[src/rtl/adc_stream_pkg.sv]
// Shared ADC stream definitions: frame word indices, CRC-16-CCITT constants and
// the single-bit CRC update used by both the transmit packer and the receive checker.
package adc_stream_pkg;

   localparam logic [15:0] CRC16_POLY = 16'h1021;
   localparam logic [15:0] CRC16_INIT = 16'hFFFF;

   localparam int unsigned ADC_STATUS_WORD_IDX  = 0;
   localparam int unsigned ADC_CH0_WORD_IDX     = 1;
   localparam int unsigned ADC_NUM_CHANNELS     = 8;
   localparam int unsigned ADC_NUM_SAMPLE_WORDS = ADC_NUM_CHANNELS + 1;

   typedef enum logic {
      ST_IDLE,
      ST_SHIFT
   } tx_state_t;

   // MSB-first CRC-16-CCITT step, no reflection.
   function automatic logic [15:0] crc16_step(input logic [15:0] crc, input logic din);
      logic w_fb;
      w_fb = crc[15] ^ din;
      crc16_step = {crc[14:0], 1'b0} ^ (w_fb ? CRC16_POLY : 16'h0000);
   endfunction

endpackage

[src/rtl/adc_frame_pack_tx_if.sv]
// Sample-set input handshake and serial bit stream of the ADC frame packer.
interface adc_frame_pack_tx_if;

   logic        in_valid;
   logic        in_ready;
   logic [31:0] status_word;
   logic [31:0] ch0;
   logic [31:0] ch1;
   logic [31:0] ch2;
   logic [31:0] ch3;
   logic [31:0] ch4;
   logic [31:0] ch5;
   logic [31:0] ch6;
   logic [31:0] ch7;
   logic        bit_valid;
   logic        bit_ready;
   logic        dout;
   logic        sof;
   logic        eof;
   logic        busy;
   logic        frame_done;

   // Environment side: offers sample sets and sinks the bit stream.
   modport master (
      output in_valid, status_word, ch0, ch1, ch2, ch3, ch4, ch5, ch6, ch7, bit_ready,
      input  in_ready, bit_valid, dout, sof, eof, busy, frame_done
   );

   // Packer side.
   modport slave (
      input  in_valid, status_word, ch0, ch1, ch2, ch3, ch4, ch5, ch6, ch7, bit_ready,
      output in_ready, bit_valid, dout, sof, eof, busy, frame_done
   );

endinterface

[src/rtl/adc_crc16_ccitt_serial.sv]
// Bit-serial CRC-16-CCITT accumulator; init has priority over en.
module adc_crc16_ccitt_serial
   import adc_stream_pkg::*;
(
   input  logic        clk,
   input  logic        rst,
   input  logic        init,
   input  logic        en,
   input  logic        din,
   output logic [15:0] crc
);

   logic [15:0] r_crc;

   always_ff @(posedge clk) begin
      if (rst || init) begin
         r_crc <= CRC16_INIT;
      end else if (en) begin
         r_crc <= crc16_step(r_crc, din);
      end
   end

   assign crc = r_crc;

endmodule

[src/rtl/adc_frame_pack_tx.sv]
// Captures one STATUS+CH0..CH7 sample set, truncates to the wire width, appends an
// optional CRC-16 word and serializes the frame MSB-first on a bit valid/ready stream.
module adc_frame_pack_tx
   import adc_stream_pkg::*;
#(
   parameter int unsigned BITS_PER_WORD   = 24,
   parameter int unsigned WORDS_PER_FRAME = 10,
   parameter bit          CRC_EN          = 1'b1
) (
   input  logic clk,
   input  logic rst,
   adc_frame_pack_tx_if.slave bus
);

   localparam int unsigned BPW = BITS_PER_WORD;
   localparam int unsigned WPF = WORDS_PER_FRAME;
   localparam int unsigned BIW = (BPW > 1) ? $clog2(BPW) : 1;
   localparam int unsigned WIW = $clog2(WPF);
   localparam int unsigned SIW = $clog2(ADC_NUM_SAMPLE_WORDS);

   tx_state_t        r_state;
   logic [BPW-1:0]   r_words [ADC_NUM_SAMPLE_WORDS];
   logic [BPW-1:0]   r_shift;
   logic [BIW-1:0]   r_bit_idx;
   logic [WIW-1:0]   r_word_idx;
   logic             r_in_ready;
   logic             r_bit_valid;
   logic             r_sof;
   logic             r_eof;
   logic             r_busy;
   logic             r_frame_done;

   tx_state_t        w_state_nxt;
   logic [BPW-1:0]   w_shift_nxt;
   logic [BIW-1:0]   w_bit_idx_nxt;
   logic [WIW-1:0]   w_word_idx_nxt;
   logic             w_in_ready_nxt;
   logic             w_bit_valid_nxt;
   logic             w_sof_nxt;
   logic             w_eof_nxt;
   logic             w_busy_nxt;
   logic             w_frame_done_nxt;

   logic [BPW-1:0]   w_in_words [ADC_NUM_SAMPLE_WORDS];
   logic             w_capture;
   logic             w_accept;
   logic             w_bit;
   logic             w_crc_en;
   logic [15:0]      w_crc;
   logic [15:0]      w_crc_step;
   logic [47:0]      w_crc_wide;
   logic [BPW-1:0]   w_crc_word;
   logic [WIW-1:0]   w_word_inc;
   logic [SIW-1:0]   w_sel;
   logic [BPW-1:0]   w_next_word;

   assign w_capture  = (r_state == ST_IDLE) && r_in_ready && bus.in_valid;
   assign w_accept   = r_bit_valid && bus.bit_ready;
   assign w_bit      = r_shift[BPW-1];
   assign w_crc_en   = w_accept && (r_word_idx < WIW'(WPF - 1));
   assign w_word_inc = WIW'(r_word_idx + 1'b1);

   // The CRC word is loaded on the same edge the last covered bit is accepted,
   // so it must already include that bit.
   assign w_crc_step = crc16_step(w_crc, w_bit);
   assign w_crc_wide = {w_crc_step, 32'h0000_0000};
   assign w_crc_word = BPW'(w_crc_wide >> (48 - BPW));

   adc_crc16_ccitt_serial u_crc (
      .clk  (clk),
      .rst  (rst),
      .init (w_capture),
      .en   (w_crc_en),
      .din  (w_bit),
      .crc  (w_crc)
   );

   always_comb begin
      w_in_words[ADC_STATUS_WORD_IDX]  = BPW'(bus.status_word);
      w_in_words[ADC_CH0_WORD_IDX + 0] = BPW'(bus.ch0);
      w_in_words[ADC_CH0_WORD_IDX + 1] = BPW'(bus.ch1);
      w_in_words[ADC_CH0_WORD_IDX + 2] = BPW'(bus.ch2);
      w_in_words[ADC_CH0_WORD_IDX + 3] = BPW'(bus.ch3);
      w_in_words[ADC_CH0_WORD_IDX + 4] = BPW'(bus.ch4);
      w_in_words[ADC_CH0_WORD_IDX + 5] = BPW'(bus.ch5);
      w_in_words[ADC_CH0_WORD_IDX + 6] = BPW'(bus.ch6);
      w_in_words[ADC_CH0_WORD_IDX + 7] = BPW'(bus.ch7);
   end

   // Content of the word that follows the current one.
   always_comb begin
      w_sel       = SIW'(w_word_inc);
      w_next_word = '0;
      if (w_word_inc < WIW'(ADC_NUM_SAMPLE_WORDS)) begin
         w_next_word = r_words[w_sel];
      end else if (CRC_EN && (w_word_inc == WIW'(WPF - 1))) begin
         w_next_word = w_crc_word;
      end
   end

   always_comb begin
      w_state_nxt      = r_state;
      w_shift_nxt      = r_shift;
      w_bit_idx_nxt    = r_bit_idx;
      w_word_idx_nxt   = r_word_idx;
      w_in_ready_nxt   = 1'b0;
      w_bit_valid_nxt  = r_bit_valid;
      w_sof_nxt        = r_sof;
      w_eof_nxt        = 1'b0;
      w_busy_nxt       = r_busy;
      w_frame_done_nxt = 1'b0;

      case (r_state)
         ST_IDLE: begin
            w_in_ready_nxt = 1'b1;
            if (w_capture) begin
               w_state_nxt     = ST_SHIFT;
               w_shift_nxt     = w_in_words[ADC_STATUS_WORD_IDX];
               w_bit_idx_nxt   = '0;
               w_word_idx_nxt  = '0;
               w_in_ready_nxt  = 1'b0;
               w_bit_valid_nxt = 1'b1;
               w_sof_nxt       = 1'b1;
               w_busy_nxt      = 1'b1;
            end
         end
         ST_SHIFT: begin
            if (w_accept) begin
               w_sof_nxt = 1'b0;
               if (r_bit_idx == BIW'(BPW - 1)) begin
                  w_bit_idx_nxt = '0;
                  if (r_word_idx == WIW'(WPF - 1)) begin
                     w_state_nxt      = ST_IDLE;
                     w_word_idx_nxt   = '0;
                     w_in_ready_nxt   = 1'b1;
                     w_bit_valid_nxt  = 1'b0;
                     w_busy_nxt       = 1'b0;
                     w_frame_done_nxt = 1'b1;
                  end else begin
                     w_word_idx_nxt = w_word_inc;
                     w_shift_nxt    = w_next_word;
                  end
               end else begin
                  w_bit_idx_nxt = BIW'(r_bit_idx + 1'b1);
                  w_shift_nxt   = r_shift << 1;
               end
            end
         end
         default: w_state_nxt = ST_IDLE;
      endcase

      if (w_state_nxt == ST_SHIFT) begin
         w_eof_nxt = (w_word_idx_nxt == WIW'(WPF - 1)) && (w_bit_idx_nxt == BIW'(BPW - 1));
      end
   end

   always_ff @(posedge clk) begin
      if (rst) begin
         r_state      <= ST_IDLE;
         r_shift      <= '0;
         r_bit_idx    <= '0;
         r_word_idx   <= '0;
         r_in_ready   <= 1'b0;
         r_bit_valid  <= 1'b0;
         r_sof        <= 1'b0;
         r_eof        <= 1'b0;
         r_busy       <= 1'b0;
         r_frame_done <= 1'b0;
      end else begin
         r_state      <= w_state_nxt;
         r_shift      <= w_shift_nxt;
         r_bit_idx    <= w_bit_idx_nxt;
         r_word_idx   <= w_word_idx_nxt;
         r_in_ready   <= w_in_ready_nxt;
         r_bit_valid  <= w_bit_valid_nxt;
         r_sof        <= w_sof_nxt;
         r_eof        <= w_eof_nxt;
         r_busy       <= w_busy_nxt;
         r_frame_done <= w_frame_done_nxt;
      end
   end

   // Sample words are held only as data; the FSM decides when they are read.
   always_ff @(posedge clk) begin
      if (w_capture) begin
         for (int i = 0; i < int'(ADC_NUM_SAMPLE_WORDS); i++) begin
            r_words[i] <= w_in_words[i];
         end
      end
   end

   assign bus.in_ready   = r_in_ready;
   assign bus.bit_valid  = r_bit_valid;
   assign bus.dout       = r_shift[BPW-1];
   assign bus.sof        = r_sof;
   assign bus.eof        = r_eof;
   assign bus.busy       = r_busy;
   assign bus.frame_done = r_frame_done;

endmodule
[src/flat_wrapper.sv]
// flat-port wrapper written by rule: the top's interface ports become plain ports
module adc_frame_pack_tx_flat import adc_stream_pkg::*;
#(
   parameter int unsigned BITS_PER_WORD   = 24,
   parameter int unsigned WORDS_PER_FRAME = 10,
   parameter bit          CRC_EN          = 1'b1
)
  (clk, rst, bus_in_valid, bus_status_word, bus_ch0, bus_ch1, bus_ch2, bus_ch3, bus_ch4, bus_ch5, bus_ch6, bus_ch7, bus_bit_ready, bus_in_ready, bus_bit_valid, bus_dout, bus_sof, bus_eof, bus_busy, bus_frame_done);
  adc_frame_pack_tx_if bus_i ();
  input  logic clk;
  input  logic rst;
  input wire logic [$bits(bus_i.in_valid)-1:0] bus_in_valid;
  input wire logic [$bits(bus_i.status_word)-1:0] bus_status_word;
  input wire logic [$bits(bus_i.ch0)-1:0] bus_ch0;
  input wire logic [$bits(bus_i.ch1)-1:0] bus_ch1;
  input wire logic [$bits(bus_i.ch2)-1:0] bus_ch2;
  input wire logic [$bits(bus_i.ch3)-1:0] bus_ch3;
  input wire logic [$bits(bus_i.ch4)-1:0] bus_ch4;
  input wire logic [$bits(bus_i.ch5)-1:0] bus_ch5;
  input wire logic [$bits(bus_i.ch6)-1:0] bus_ch6;
  input wire logic [$bits(bus_i.ch7)-1:0] bus_ch7;
  input wire logic [$bits(bus_i.bit_ready)-1:0] bus_bit_ready;
  output wire logic [$bits(bus_i.in_ready)-1:0] bus_in_ready;
  output wire logic [$bits(bus_i.bit_valid)-1:0] bus_bit_valid;
  output wire logic [$bits(bus_i.dout)-1:0] bus_dout;
  output wire logic [$bits(bus_i.sof)-1:0] bus_sof;
  output wire logic [$bits(bus_i.eof)-1:0] bus_eof;
  output wire logic [$bits(bus_i.busy)-1:0] bus_busy;
  output wire logic [$bits(bus_i.frame_done)-1:0] bus_frame_done;
  assign bus_i.in_valid = bus_in_valid;
  assign bus_i.status_word = bus_status_word;
  assign bus_i.ch0 = bus_ch0;
  assign bus_i.ch1 = bus_ch1;
  assign bus_i.ch2 = bus_ch2;
  assign bus_i.ch3 = bus_ch3;
  assign bus_i.ch4 = bus_ch4;
  assign bus_i.ch5 = bus_ch5;
  assign bus_i.ch6 = bus_ch6;
  assign bus_i.ch7 = bus_ch7;
  assign bus_i.bit_ready = bus_bit_ready;
  assign bus_in_ready = bus_i.in_ready;
  assign bus_bit_valid = bus_i.bit_valid;
  assign bus_dout = bus_i.dout;
  assign bus_sof = bus_i.sof;
  assign bus_eof = bus_i.eof;
  assign bus_busy = bus_i.busy;
  assign bus_frame_done = bus_i.frame_done;
  adc_frame_pack_tx #(.BITS_PER_WORD(BITS_PER_WORD), .WORDS_PER_FRAME(WORDS_PER_FRAME), .CRC_EN(CRC_EN)) u_core (.clk(clk), .rst(rst), .bus(bus_i));
endmodule
[config.mk]
export PLATFORM = sky130hd
export DESIGN_NAME = adc_frame_pack_tx_flat
export DESIGN_NICKNAME = d
export VERILOG_FILES = /design/src/rtl/adc_stream_pkg.sv /design/src/rtl/adc_frame_pack_tx_if.sv /design/src/rtl/adc_crc16_ccitt_serial.sv /design/src/rtl/adc_frame_pack_tx.sv /design/src/flat_wrapper.sv
export SDC_FILE = /design/constraint.sdc
export NUM_CORES = 1
export LEC_CHECK = 0
export ABC_AREA = 1
export CAP_MARGIN = 15
export CORE_ASPECT_RATIO = 1.1
export CORE_MARGIN = 2
export CORE_UTILIZATION = 50
export CTS_CLUSTER_SIZE = 40
export DETAILED_ROUTE_END_ITERATION = 10
export HOLD_SLACK_MARGIN = 0.05
export MAX_ROUTING_LAYER = met4
export PLACE_DENSITY_LB_ADDON = 0.08
export SKIP_CTS_REPAIR_TIMING = 1
export SLEW_MARGIN = 25
export SYNTH_ARGS = -nofsm -noshare
export SYNTH_HDL_FRONTEND = slang
export SYNTH_HIERARCHICAL = 1
export SYNTH_SLANG_ARGS = --single-unit
[constraint.sdc]
create_clock -name clk -period 11.5 [get_ports clk]
set_clock_uncertainty 0.1 [all_clocks]
set_input_delay 2.3 -clock clk [delete_from_list [all_inputs] [get_ports clk]]
set_output_delay 2.3 -clock clk [all_outputs]
set_load 0.005 [all_outputs]
==> flow_summary_export.csv <==
group,metric,value,unit
global_route,busiest_layer,"met2",
setup_path,worstPathCellList,"clkdlybuf4s50_1, nand2_1, nor2_4, buf_4, buf_4, o22ai_1, nand3_1, nor2_1, nand3_1, nor2_1",
clock_network,cts_buffers,28,
setup_path,cp.arrival,5340,ps
min_path,hold_class,"register to register",
setup_path,reg2reg_from,"u_core/r_word_idx[0]",
global_route,use_met3,0.04835,
clock_network,cts_root_buf,"clkbuf_16",
sta,slew_violations,0,
sta,fin_tns_setup,0,ps
placement,dpl-instance-area,14420,µm²
detailed_routing,vias,9114,
final_layout,nFillCells,1970,
detailed_routing,drtPass1Iterations,5,
synthesis,yosysSeqAreaShare,0.6334,
setup_path,reg2reg_depth,11,
synthesis,synth_simple_gate_area_frac,0.2554,
global_route,use_met2,0.4141,
setup_path,crit_family,"buffers and inverters",
global_route,grt.total_usage,0.2481,
global_route,grt_pass1_wl,46.80,mm
sta,period_share,0.4354,
sta,tightest_slew,995.6,ps
floorplanning,die_y,166.3,µm
final_layout,fin_nets,1746,
power_and_ir_drop,powerDensity,143.2,nW/µm²
final_layout,drive_above_1_share,0.06798,
detailed_routing,routed_via_density,5.129,
setup_path,critical_path_buf_inv_count,3,
synthesis,synth_top_family_by_area,"simple AND/OR/NAND/NOR gates",
setup_path,crit_start,"bus_in_valid",
clock_network,htree_levels,1,
clock_network,clock_latency,540,ps
power_and_ir_drop,irDropWorstVdd,0.1371,mV
floorplanning,io_pins,299,
floorplanning,die-area,25210,µm²
synthesis,syn_area_per_cell,9.637,µm²
detailed_routing,wl,30.76,mm
setup_path,required,11830,ps
setup_path,slowest_stage,"buf_4",
sta,fmaxAchievable,199.7,MHz
detailed_routing,wl_per_cell,17.31,µm
synthesis,synth_edf_count,216,
synthesis,synth_xor_area_frac,0.003656,
global_route,antenna_found_initial,1,
synthesis,synth_cell_types,38,
synthesis,synth_cells,1243,
setup_path,r2r_setup_slack,8070,ps
detailed_routing,drc,0,
clock_network,clk_pin_slew,60,ps
synthesis,synth_warnings,6,
synthesis,synth_compound_area_frac,0.03395,
global_route,grt_pass1_vias,8843,
floorplanning,initial_core_util,0.5071,
synthesis,postSynth.asyncResetShare,0,
final_layout,stdcell_area,15310,µm²
placement,hpwl,20.73,mm
setup_path,worstSetupPathType,"input port to register",
clock_network,cts_tree,"built",
placement,gp_congestion,0.8065,
run_status,outcome,"complete, no violations",
synthesis,synthFlopType,"edfxtp_1",
placement,io_buffers,226,
sta,grt_setup_unrepaired,"false",
final_layout,layout_common_cells,"nand2_1, clkdlybuf4s50_1, edfxtp_1, nand3_1, inv_1",
setup_path,cp-start-kind,"input port",
sta,hold_viol,0,
global_route,grt_max_degree,86,
setup_path,cpPeakStageDelay,770,ps
sta,max_slew_margin,0.3363,
setup_path,crit_end,"u_core/bus.eof",
final_layout,syn_to_final_growth,27.81,%
global_route,grt_overflow,0,
clock_network,clockBufferDepth,3,
sta,period_minus_slack,5007,ps
floorplanning,rows,59,
setup_path,crit_cells,10,
floorplanning,die_w,151.6,µm
final_layout,mostFrequentLayoutCell,"nand2_1",
setup_path,crit_path_max_fanout,70,
sta,setup_viol,0,
floorplanning,core,23620,µm²
synthesis,synth_adder_area_share,0.005222,
setup_path,rr_endpoint,"u_core/r_shift[20]",
synthesis,muxShareOfSynthArea,0,
detailed_routing,drt_iter0_markers,659,
global_route,use_met1,0.3083,
synthesis,synth_nets,1540,
flow_run,cap_viol_max_count,0,
setup_path,critPathCaptureType,"register",
synthesis,ys_seq_elements,271,
detailed_routing,antenna_left,0,
clock_network,clock-sinks,271,
synthesis,syn_area,11980,µm²
power_and_ir_drop,p_leak,6.153,nW
## per-stage QoR
step                  util  hold WS, ps  setup slack [ps]  power (mW)  std cells
floorplan                -        343.0              2204       1.241       1243
global route        0.6481        394.2              6306       2.276       1777
global placement    0.6093        352.3              5615       1.332       1723
finish              0.6481        369.2              6493       2.193       1777
detailed placement  0.6105        359.9              5936       1.338       1724
CTS                 0.6480        369.3              6469       2.212       1776
## layer usage
metal,vias to the layer above,share of wire
li1,4496,-
met3,49,0.074
met4,0,0.026
met5,-,0
met1,4247,0.41
met2,322,0.49
## worst min path at each step
stage / start / end / cells past startpoint / slack [ps]
after floorplan: u_core/u_crc/crc[13] / u_core/u_crc/crc[13] / 2 / 340
after global placement: u_core/r_shift[5] / u_core/r_shift[5] / 2 / 350
after detailed placement: u_core/r_shift[2] / u_core/r_shift[2] / 2 / 360
after CTS: u_core/r_shift[2] / u_core/r_shift[2] / 2 / 370
after global routing: u_core/bus.sof / u_core/bus.sof / 2 / 390
final: u_core/r_shift[2] / u_core/r_shift[2] / 2 / 370
## state kept, by name, summed over array words and instances, names as in the netlist
signal,count
u_core/r_words,216
u_core/r_shift,24
u_core/u_crc/crc,16
u_core/r_bit_idx,5
u_core/r_word_idx,4
u_core/bus.busy,1
u_core/bus.eof,1
u_core/bus.frame_done,1
u_core/bus.in_ready,1
u_core/bus.sof,1
u_core/r_state,1
## layout make-up
cell class	count	area, µm²	area share
flip-flops and latches	271	7591	0.4958
multi-input cells	782	3587	0.2343
repair buffers	238	2372	0.1549
clock buffers	36	762.0	0.04977
inverters	128	489.2	0.03195
well taps	305	381.6	0.02492
clock inverters	16	125.1	0.008172
diodes	1	2.502	0.0001634
## power breakdown
group / total, mW / internal, mW / switching, mW
clock: 0.875 / 0.510 / 0.366
sequential: 1.13 / 1.12 / 0.0165
combinational: 0.184 / 0.0973 / 0.0870
## synthesized netlist by cell type, types with 4 or more instances
cell      number  area (µm²)
nand2_1      414        1554
edfxtp_1     216        6486
nand3_1      162       810.8
inv_1        120       450.4
nor2_1        65       244.0
dfxtp_1       55        1101
a21oi_1       44       220.2
clkbuf_1      28       105.1
buf_2         22       110.1
o21ai_1       19       95.09
nand2_2       15       93.84
nor3b_1       13       97.59
nand3_2       11       110.1
o21ai_0        7       35.03
buf_6          6       67.56
ha_1           5       62.56
inv_2          5       18.77
buf_4          4       30.03
## kinds of logic after synthesis
kind of cell             Yosys count
AO/OA/AOI/OAI                     77
XOR/XNOR                           5
adder cells (fa/ha/maj)            5
buffers and inverters            190
flip-flops                       271
AND/OR/NAND/NOR                  695
## worst reg2reg max path, delay by kind of cell (launching register included)
family / cells / cell delay, ps
AO/OA/AOI/OAI: 1 / 160
flip-flops: 1 / 480
AND/OR/NAND/NOR: 7 / 1330
buffers and inverters: 3 / 1290
Power figures use the tool's default switching activity.
